`config.mk`:
```
export PLATFORM = sky130hd
export DESIGN_NAME = cmd_input_frontend
export DESIGN_NICKNAME = d
export VERILOG_FILES = /design/src/rtl/cmd_input_frontend_pkg.sv /design/src/rtl/cmd_input_frontend_btn_debounce.sv /design/src/rtl/cmd_input_frontend.sv
export SDC_FILE = /design/constraint.sdc
export NUM_CORES = 1
export LEC_CHECK = 0
export BUFFER_PORTS_ARGS = -buffer_cell sky130_fd_sc_hd__buf_2
export CORE_ASPECT_RATIO = 1.1
export CORE_MARGIN = 5
export CORE_UTILIZATION = 30
export DETAILED_ROUTE_END_ITERATION = 10
export PLACE_DENSITY_LB_ADDON = 0.08
export SLEW_MARGIN = 30
export SYNTH_ARGS = -nofsm -noshare
export SYNTH_HDL_FRONTEND = slang
export SYNTH_HIERARCHICAL = 1
export SYNTH_SLANG_ARGS = --single-unit
```
`constraint.sdc`:
```
create_clock -name clk -period 5.5 [get_ports clk]
set_input_delay 1.1 -clock clk [delete_from_list [all_inputs] [get_ports clk]]
set_output_delay 1.1 -clock clk [all_outputs]
set_load 0.005 [all_outputs]
```
`src/rtl/cmd_input_frontend_pkg.sv`:
```
// cmd_input_frontend_pkg
// Types and constants shared by the command input front end:
//   db_state_e  - button qualification FSM states
//   CMD_*       - command codes carried on cmd_input_frontend.command
//   cnt_width() - width of a counter that must hold 0..n without wrapping
package cmd_input_frontend_pkg;

  typedef enum logic [1:0] {
    DB_IDLE         = 2'd0,
    DB_PRESS_WAIT   = 2'd1,
    DB_HELD         = 2'd2,
    DB_RELEASE_WAIT = 2'd3
  } db_state_e;

  localparam logic [2:0] CMD_IDLE       = 3'd0;
  localparam logic [2:0] CMD_DATA_INPUT = 3'd1;
  localparam logic [2:0] CMD_GENERATE   = 3'd2;
  localparam logic [2:0] CMD_DISPLAY    = 3'd3;
  localparam logic [2:0] CMD_CALC       = 3'd4;

  function automatic int cnt_width(input int n);
    return (n < 1) ? 1 : $clog2(n + 1);
  endfunction

endpackage

```
`src/rtl/cmd_input_frontend_btn_debounce.sv`:
```
// btn_debounce
// Synchronises one raw button and qualifies presses and releases.
//
//   state           | meaning
//   ----------------+-----------------------------------------------
//   DB_IDLE         | released, waiting for a synchronized 1
//   DB_PRESS_WAIT   | counting consecutive 1s toward a qualified press
//   DB_HELD         | press qualified, waiting for a synchronized 0
//   DB_RELEASE_WAIT | counting consecutive 0s toward a qualified release
//
// Ports:
//   clk, rst_n  - clock, asynchronous active-low reset
//   raw         - asynchronous raw button level (active-high)
//   rise        - combinational strobe, high in the cycle whose closing edge
//                 moves the FSM into DB_HELD (caller registers it)
//   state       - current FSM state
module btn_debounce
  import cmd_input_frontend_pkg::*;
#(
  parameter int DEBOUNCE_CYCLES = 20000
) (
  input  logic      clk,
  input  logic      rst_n,
  input  logic      raw,
  output logic      rise,
  output db_state_e state
);

  localparam int             CW       = cnt_width(DEBOUNCE_CYCLES);
  localparam logic [CW-1:0]  CNT_LAST = CW'(DEBOUNCE_CYCLES - 1);
  localparam logic [CW-1:0]  CNT_MAX  = CW'(DEBOUNCE_CYCLES);
  localparam logic [CW-1:0]  CNT_ONE  = CW'(1);

  logic [1:0]    sync_q, sync_d;
  db_state_e     state_q, state_d;
  logic [CW-1:0] cnt_q, cnt_d;
  logic          s;

  assign s     = sync_q[1];
  assign state = state_q;

  always_comb begin
    sync_d  = {sync_q[0], raw};
    state_d = state_q;
    // Saturating increment: the compare below exits before CNT_MAX, the
    // saturation only guards against ever wrapping.
    cnt_d   = (cnt_q == CNT_MAX) ? cnt_q : cnt_q + CNT_ONE;
    rise    = 1'b0;
    case (state_q)
      DB_IDLE: begin
        cnt_d = '0;
        if (s) state_d = DB_PRESS_WAIT;
      end
      DB_PRESS_WAIT: begin
        if (!s) begin
          state_d = DB_IDLE;
          cnt_d   = '0;
        end else if (cnt_q == CNT_LAST) begin
          state_d = DB_HELD;
          cnt_d   = '0;
          rise    = 1'b1;
        end
      end
      DB_HELD: begin
        cnt_d = '0;
        if (!s) state_d = DB_RELEASE_WAIT;
      end
      DB_RELEASE_WAIT: begin
        if (s) begin
          state_d = DB_HELD;
          cnt_d   = '0;
        end else if (cnt_q == CNT_LAST) begin
          state_d = DB_IDLE;
          cnt_d   = '0;
        end
      end
      default: begin
        state_d = DB_IDLE;
        cnt_d   = '0;
      end
    endcase
  end

  always_ff @(posedge clk or negedge rst_n) begin
    if (!rst_n) begin
      sync_q  <= 2'b00;
      state_q <= DB_IDLE;
      cnt_q   <= '0;
    end else begin
      sync_q  <= sync_d;
      state_q <= state_d;
      cnt_q   <= cnt_d;
    end
  end

endmodule

```
`src/rtl/cmd_input_frontend.sv`:
```
// cmd_input_frontend
// Turns raw command switches and two bouncing buttons into a registered
// command code plus single-cycle confirm/exit pulses.
//
// Ports:
//   clk, rst_n       - clock, asynchronous active-low reset
//   sw_cmd[2:0]      - raw command switches (asynchronous)
//   btn_confirm_raw  - raw confirm button (active-high, bouncing)
//   btn_exit_raw     - raw exit button (active-high, bouncing)
//   command[2:0]     - command code, loaded together with btn_confirm
//   btn_confirm      - one-cycle confirm pulse
//   btn_exit         - one-cycle exit pulse
//
// Build option: define CMD_LONG_PRESS_EXIT_EN to make a confirm hold of
// LONG_PRESS_CYCLES after its pulse also raise one btn_exit pulse.
module cmd_input_frontend
  import cmd_input_frontend_pkg::*;
#(
  parameter int DEBOUNCE_CYCLES   = 20000,
  parameter int LONG_PRESS_CYCLES = 2000000
) (
  input  logic       clk,
  input  logic       rst_n,
  input  logic [2:0] sw_cmd,
  input  logic       btn_confirm_raw,
  input  logic       btn_exit_raw,
  output logic [2:0] command,
  output logic       btn_confirm,
  output logic       btn_exit
);

  logic [2:0] sw_sync1_q, sw_sync1_d;
  logic [2:0] sw_sync2_q, sw_sync2_d;
  logic [2:0] command_q, command_d;
  logic       btn_confirm_q, btn_confirm_d;
  logic       btn_exit_q, btn_exit_d;

  logic       conf_rise, exit_rise, lp_fire, exit_event;
  db_state_e  conf_state;
  db_state_e  exit_state_unused;

  btn_debounce #(.DEBOUNCE_CYCLES(DEBOUNCE_CYCLES)) u_confirm (
    .clk   (clk),
    .rst_n (rst_n),
    .raw   (btn_confirm_raw),
    .rise  (conf_rise),
    .state (conf_state)
  );

  btn_debounce #(.DEBOUNCE_CYCLES(DEBOUNCE_CYCLES)) u_exit (
    .clk   (clk),
    .rst_n (rst_n),
    .raw   (btn_exit_raw),
    .rise  (exit_rise),
    .state (exit_state_unused)
  );

`ifdef CMD_LONG_PRESS_EXIT_EN
  localparam int              LPW     = cnt_width(LONG_PRESS_CYCLES);
  localparam logic [LPW-1:0]  LP_LAST = LPW'(LONG_PRESS_CYCLES - 1);
  localparam logic [LPW-1:0]  LP_MAX  = LPW'(LONG_PRESS_CYCLES);
  localparam logic [LPW-1:0]  LP_ONE  = LPW'(1);

  logic [LPW-1:0] lp_cnt_q, lp_cnt_d;

  // Counts only while confirm sits in HELD. A release bounce (RELEASE_WAIT)
  // freezes the count so a release started before the limit cannot fire,
  // and parking at LP_MAX keeps it to one exit pulse per hold.
  always_comb begin
    lp_cnt_d = lp_cnt_q;
    lp_fire  = 1'b0;
    case (conf_state)
      DB_HELD: begin
        if (lp_cnt_q != LP_MAX) begin
          lp_cnt_d = lp_cnt_q + LP_ONE;
          lp_fire  = (lp_cnt_q == LP_LAST);
        end
      end
      DB_RELEASE_WAIT: lp_cnt_d = lp_cnt_q;
      default:         lp_cnt_d = '0;
    endcase
  end

  always_ff @(posedge clk or negedge rst_n) begin
    if (!rst_n) lp_cnt_q <= '0;
    else        lp_cnt_q <= lp_cnt_d;
  end
`else
  // Without the long-press option the confirm state and the hold length are
  // not needed; the *_unused names mark that on purpose.
  localparam int lp_cycles_unused = LONG_PRESS_CYCLES;
  db_state_e conf_state_unused;
  assign conf_state_unused = conf_state;
  assign lp_fire = 1'b0;
`endif

  always_comb begin
    sw_sync1_d = sw_cmd;
    sw_sync2_d = sw_sync1_q;
    exit_event = exit_rise | lp_fire;
    // Exit wins a same-cycle tie; the confirm FSM still advances to HELD.
    btn_confirm_d = conf_rise & ~exit_event;
    btn_exit_d    = exit_event;
    command_d     = btn_confirm_d ? sw_sync2_q : command_q;
  end

  always_ff @(posedge clk or negedge rst_n) begin
    if (!rst_n) begin
      sw_sync1_q    <= 3'd0;
      sw_sync2_q    <= 3'd0;
      command_q     <= CMD_IDLE;
      btn_confirm_q <= 1'b0;
      btn_exit_q    <= 1'b0;
    end else begin
      sw_sync1_q    <= sw_sync1_d;
      sw_sync2_q    <= sw_sync2_d;
      command_q     <= command_d;
      btn_confirm_q <= btn_confirm_d;
      btn_exit_q    <= btn_exit_d;
    end
  end

  assign command     = command_q;
  assign btn_confirm = btn_confirm_q;
  assign btn_exit    = btn_exit_q;

endmodule
```
==> results of run 1 <==
==> area by class of cell <==
type / instances / share of cell area, %
Clock buffer: 5 / 2.72
Sequential cell: 49 / 48.5
Timing Repair Buffer: 12 / 2.47
Inverter: 9 / 1.34
Multi-Input combinational cell: 139 / 38.7
Clock inverter: 3 / 1.98
Tap cell: 87 / 4.30
==> registers in the layout, indices dropped and copies added, names as in the netlist, named ones only <==
signal	count
u_exit/sync_q	2
u_confirm/cnt_q	15
sw_sync1_q	3
u_exit/cnt_q	15
sw_sync2_q	3
u_confirm/state	1
command	3
btn_exit	1
btn_confirm	1
u_exit/state	1
u_confirm/sync_q	2
==> worst min path at each step <==
stage | startpoint | to | slack (ns) | depth (start not counted)
floorplan | sw_sync1_q[0] | sw_sync2_q[0] | 0.33 | 0
global placement | u_exit/sync_q[0] | u_exit/sync_q[1] | 0.33 | 0
detailed placement | sw_sync1_q[0] | sw_sync2_q[0] | 0.34 | 0
CTS | u_exit/sync_q[0] | u_exit/sync_q[1] | 0.36 | 0
global route | sw_sync1_q[1] | sw_sync2_q[1] | 0.37 | 0
finish | u_exit/sync_q[0] | u_exit/sync_q[1] | 0.36 | 0
==> stage by stage <==
stage | util [%] | worst slack, ns | power (mW) | hold WS (ns) | area (µm²)
after detailed placement | 32.6 | 3.16 | 0.400 | 0.336 | 2410
final | 34.2 | 3.16 | 0.660 | 0.357 | 2530
after floorplan | - | 3.35 | 0.387 | 0.331 | 2260
after global routing | 34.2 | 3.06 | 0.698 | 0.373 | 2530
after CTS | 34.2 | 3.14 | 0.678 | 0.362 | 2530
after global placement | 32.6 | 3.18 | 0.400 | 0.332 | 2410
==> Yosys cell counts (all sizes together) (2+ instances only) <==
cell	n
a21oi	2
and2	3
and4	2
buf	3
dfrtp	49
ha	4
inv	9
mux2	5
mux2i	2
nand2	9
nand2b	2
nand3	8
nand3b	2
nand4	8
nand4b	2
nor2	31
nor3	9
nor3b	2
nor4	7
nor4b	2
or4	2
or4b	3
xnor2	19
xor2	9
==> power breakdown <==
group	internal, mW	switching [mW]
logic	0.00692	0.0147
registers	0.366	0.00362
clock network	0.140	0.130
total	0.512	0.148
==> cell usage in the layout, fill, tap and decap left out, types with 2 or more instances in the layout <==
cell,Yosys,final
a21oi_1,2,2
and2_1,3,3
buf_2,2,11
clkbuf_8,0,5
dfrtp_1,49,49
ha_1,4,4
inv_1,9,9
mux2_4,3,3
mux2i_1,2,2
nand2_1,9,9
nand3_1,8,8
nand3b_1,2,2
nand4_1,7,7
nand4b_1,2,2
nor2_1,31,31
nor3_1,8,8
nor3b_1,2,2
nor4_1,7,7
nor4b_1,2,2
or4_4,2,2
or4b_1,2,2
xnor2_1,19,19
xor2_1,9,9
==> metal layers <==
metal	GRT usage (%)	vias to the layer above	share of wire (%)
li1	-	712	-
met1	12.2	661	48
met2	16.6	12	49
met3	2.24	2	2.9
met4	3.72	0	0.91
met5	0	-	0
==> kinds of logic after synthesis <==
kind of cell,share of synthesized area (%)
and+or+nand+nor,24.8
buffers and inverters,2.65
adders and majority gates,2.21
DFF,54.1
AOI/OAI and AO/OA,1.49
muxes,3.87
xor gates and xnor gates,10.8
==> out/qor.csv, run 1 <==
metric,value,unit
status,finished clean,
synth_top_cell_area_share,54.1,%
cts-root-buf,clkbuf_8,
via_per_inst,4.56,
setup_violations,0,
start_util,30.6,%
gp_congestion,0.732,
critPathTopFamily,simple AND/OR/NAND/NOR gates,
multi_input_area,978,µm²
critPathBufInv,0,
worstMarginPinSlew,0.512,ns
grt_max_degree,37,
wirelength,3.96,mm
startpoint,u_confirm/cnt_q[8],
r2r_start,u_confirm/cnt_q[8],
fillers,738,
synth_area,0.00226,mm²
startpoint_type,register,
antenna_found_initial,0,
hold_buffers,0,
skew,0.00981,ns
rsz0062_at_grt,no,
reg2regPathDepth,6,
grt_pass1_wl,7.27,mm
post-cts-setup-buffers,0,
synth-edff-count,0,
cp_max_fo,4,
synth_cell_types,39,
layout.cells.non_filler,304,
wl_per_cell,13.0,µm
syn2layout_area_growth,11.7,%
first_pass_iters,4,
synth_area_leaders,"dfrtp_1 54%, xnor2_1 7.3%, nor2_1 5.1%, xor2_1 3.5%, ha_1 2.2%",
tns,0,ns
die_h,101,µm
cpMaxStageDelayCell,or4b_4,
rrSetupSlack,3.16,ns
vdd_drop_max,0.122,mV
clock.fmax,0.427,GHz
clockBufferDepth,2,
power.density,261,mW/mm²
numPlacedInstances,296,
clock_sinks,49,
ant_nets,0,
setup.worst_path.class,register to register,
num_io_pins,12,
arrival,2.54,ns
leakage,1.06,nW
maxCapViolCount,0,
port_buffers,11,
hpwlAfterDp,2.72,mm
crit_cells,6,
cts_tree,built,
synth_ff_type,dfrtp_1,
end_kind,register,
fp-row-count,33,
initialDrtViolationCount,49,
worstSetupEndpoint,command[0],
clk_pin_slew,0.10,ns
cts_buffers,5,
gr-total-overflow,0,
required,5.70,ns
vias,1387,
hold_path.class,register to register,
synth_seq_area_share,54.1,%
min_period,2.34,ns
fp.dieArea,0.00939,mm²
synthCells,201,
ys_warn_count,6,
synth_area_per_cell,11.3,µm²
diodes,0,
yosys.area.top_type,dfrtp_1,
path_cells,"or4b_4, nor4_1, nand4b_1, nor3b_1, nor2b_4, mux2_4",
nets,227,
drcViolationCount,0,
synthArstFlopShare,100,%
yosys_register_bits,49,
die_x,92.8,µm
grt_pass1_vias,1533,
htree_levels,2,
drive_gt1_share,15.7,%
max_stage_delay,0.55,ns
cts_resized,0,
clk-insertion-delay-late,0.30,ns
grtUsageTotal,9.80,%
relSlewSlack,65.4,%
seqCellArea,0.00123,mm²
finalMaxSlewViolations,0,
syn_nets,212,
core_area,0.00739,mm²
post-route-period-util,42.6,%
finalHoldViolations,0,
r2r-end,command[0],
(Power assumes the default switching activity.)
==> run 2, diff against run 1 <==
==> constraint.sdc (replaced) <==
create_clock -name clk -period 2.25 [get_ports clk]
set_input_delay 0.45 -clock clk [delete_from_list [all_inputs] [get_ports clk]]
set_output_delay 0.45 -clock clk [all_outputs]
set_load 0.005 [all_outputs]
==> run 2 against run 1 <==
Combinational power rose to 2.6 times the previous value. Design area is 4.6% higher. Largest power group unchanged. Clock power is 140% higher. Die area unchanged. Register-to-register slack worse by 3.0 ns. Utilization grew 1.6 points. Critical path type unchanged. First-iteration DRC count decreased by 4.1%. Routed wire length is 4.8% higher. Total power is 140% higher. Cell count is 4.3% higher. Non-clock buffer count rose by 13.
==> out/qor.csv, run 2 (synthesis gave the netlist of run 1 again) <==
metric,value,unit
status,finished clean,
fp-row-count,33,
core_area,0.00739,mm²
cpMaxStageDelayCell,or4b_4,
clk_pin_slew,0.10,ns
syn2layout_area_growth,16.7,%
p_seq_share,55.9,%
fp.dieArea,0.00939,mm²
reg_top3,"u_confirm/cnt_q x15, u_exit/cnt_q x15",
p_comb_share,3.5,%
vdd_drop_max,0.241,mV
clock_sinks,49,
clock.fmax,0.468,GHz
grt.met1_usage,12.2,%
drive_gt1_share,21.3,%
grt_pass1_wl,7.35,mm
path_cells,"or4b_4, nor4_4, nand4b_1, nor3b_2, nor2b_4, mux2_4",
cp_max_fo,4,
diodes,0,
gr-total-overflow,0,
first_pass_iters,4,
relSlewSlack,52.6,%
wl_per_cell,13.1,µm
power.density,611,mW/mm²
hold_path.class,input pin to async pin,
cts_tree,built,
power.total,1.62,mW
nets,240,
startpoint_type,register,
min_period,2.14,ns
grtUsageTotal,9.86,%
hold_buffers,0,
p_int,1.25,mW
required,2.45,ns
num_io_pins,12,
vias,1468,
setup_violations,0,
drcViolationCount,0,
hpwlAfterDp,2.94,mm
final_common_cell,dfrtp_1,
die_h,101,µm
setup.worst_path.class,register to register,
wirelength,4.15,mm
post-route-period-util,95.0,%
via_per_inst,4.63,
gp_congestion,0.724,
worstMarginPinSlew,0.711,ns
clockBufferDepth,2,
critPathTopFamily,simple AND/OR/NAND/NOR gates,
fillers,736,
initialDrtViolationCount,47,
cts_buffers,5,
start_util,30.6,%
die_x,92.8,µm
maxCapViolCount,0,
grt_max_degree,33,
leakage,1.12,nW
rsz0062_at_grt,no,
use_met3,2.46,%
finalMaxSlewViolations,0,
ant_nets,0,
antenna_found_initial,0,
arrival,2.33,ns
met2_usage,16.8,%
p_clk_share,40.6,%
layout_common_cells,"49 x dfrtp_1, 31 x nor2_1, 19 x xnor2_1, 14 x buf_4, 11 x buf_2",
skew,0.0126,ns
clk-insertion-delay-late,0.30,ns
fin_worst_hold_slack,0.182,ns
end_kind,register,
critPathBufInv,0,
grt_pass1_vias,1560,
htree_levels,2,
finalHoldViolations,0,
grt.busiest_layer,met2,
p_switching,0.361,mW
switching_share,22.4,%
max_stage_delay,0.56,ns
cts-root-buf,clkbuf_8,
port_buffers,11,
run 2: cell types whose count changed in the layout (fill, tap and decap cells not counted):
| cell | before | now |
|---|---|---|
| buf_4 | 1 | 14 |
| inv_8 | 1 | 0 |
| clkinv_4 | 1 | 0 |
| inv_6 | 0 | 2 |
| nor3b_1 | 2 | 1 |
| nor4_4 | 0 | 1 |
| nor4_1 | 7 | 6 |
| nor3b_2 | 0 | 1 |
run 2: final cells by class:
cell class / count / area [µm²] / share of cell area, %
Timing Repair Buffer: 25 / 160 / 6.06
Sequential cell: 49 / 1230 / 46.4
Clock inverter: 3 / 47.5 / 1.80
Tap cell: 87 / 109 / 4.12
Multi-Input combinational cell: 139 / 998 / 37.8
Clock buffer: 5 / 68.8 / 2.60
Inverter: 9 / 33.8 / 1.28
run 2: per-layer routing:
layer / share of wire, % / vias to the layer above
met3: 2.2 / 4
met2: 50 / 12
li1: - / 743
met4: 1.1 / 0
met1: 46 / 709
met5: 0 / -
run 2: metrics by stage:
step	util (%)	std cells	area (µm²)	setup TNS (ns)	setup WS [ns]
6_report	35.8	317	2640	0	0.112
5_1_grt	35.8	317	2640	0	0.0356
4_1_cts	35.4	315	2620	0	0.00346
3_5_place_dp	33.7	307	2490	-0.218	-0.0728
3_3_place_gp	33.7	307	2490	-0.152	-0.0507
2_1_floorplan	-	201	2260	0	0.0995
run 2: what timing repair did:
action / 4_1_cts / 5_1_grt
gates resized for setup: 1 / 2
setup endpoints to repair: 3 / 3
setup buffers: 0 / 2
pin swaps: 0 / 1
gates cloned: 0 / 0
run 2: worst register-to-register path: cells and delay by family, from the launching register on:
family | cells | cell delay (ns)
AND/OR/NAND/NOR | 5 | 1.34
multiplexers | 1 | 0.31
flip-flops | 1 | 0.39
run 2: path summary, 6_finish.rpt:
| check | from | to | slack (ns) | cells after the start |
|---|---|---|---|---|
| setup / recovery | u_confirm/cnt_q[8] | command[0] | 0.11 | 6 |
| hold / removal | rst_n | u_confirm/cnt_q[0] | 0.18 | 1 |
| setup reg to reg | u_confirm/cnt_q[8] | command[0] | 0.11 | 6 |
| hold reg to reg | sw_sync1_q[1] | sw_sync2_q[1] | 0.36 | 0 |
| max in group asynchronous | rst_n | u_exit/cnt_q[10] | 1.44 | 2 |
| min in group clk | sw_cmd[1] | sw_sync1_q[1] | 0.25 | 1 |
run 2: power groups by stage:
stage          Sequential, mW  Combinational, mW  Clock, mW
2_1_floorplan           0.919             0.0264          0
5_1_grt                 0.906             0.0666      0.725
3_5_place_dp            0.921             0.0590          0
3_3_place_gp            0.921             0.0598          0
6_report                0.903             0.0565      0.656
4_1_cts                 0.904             0.0594      0.686
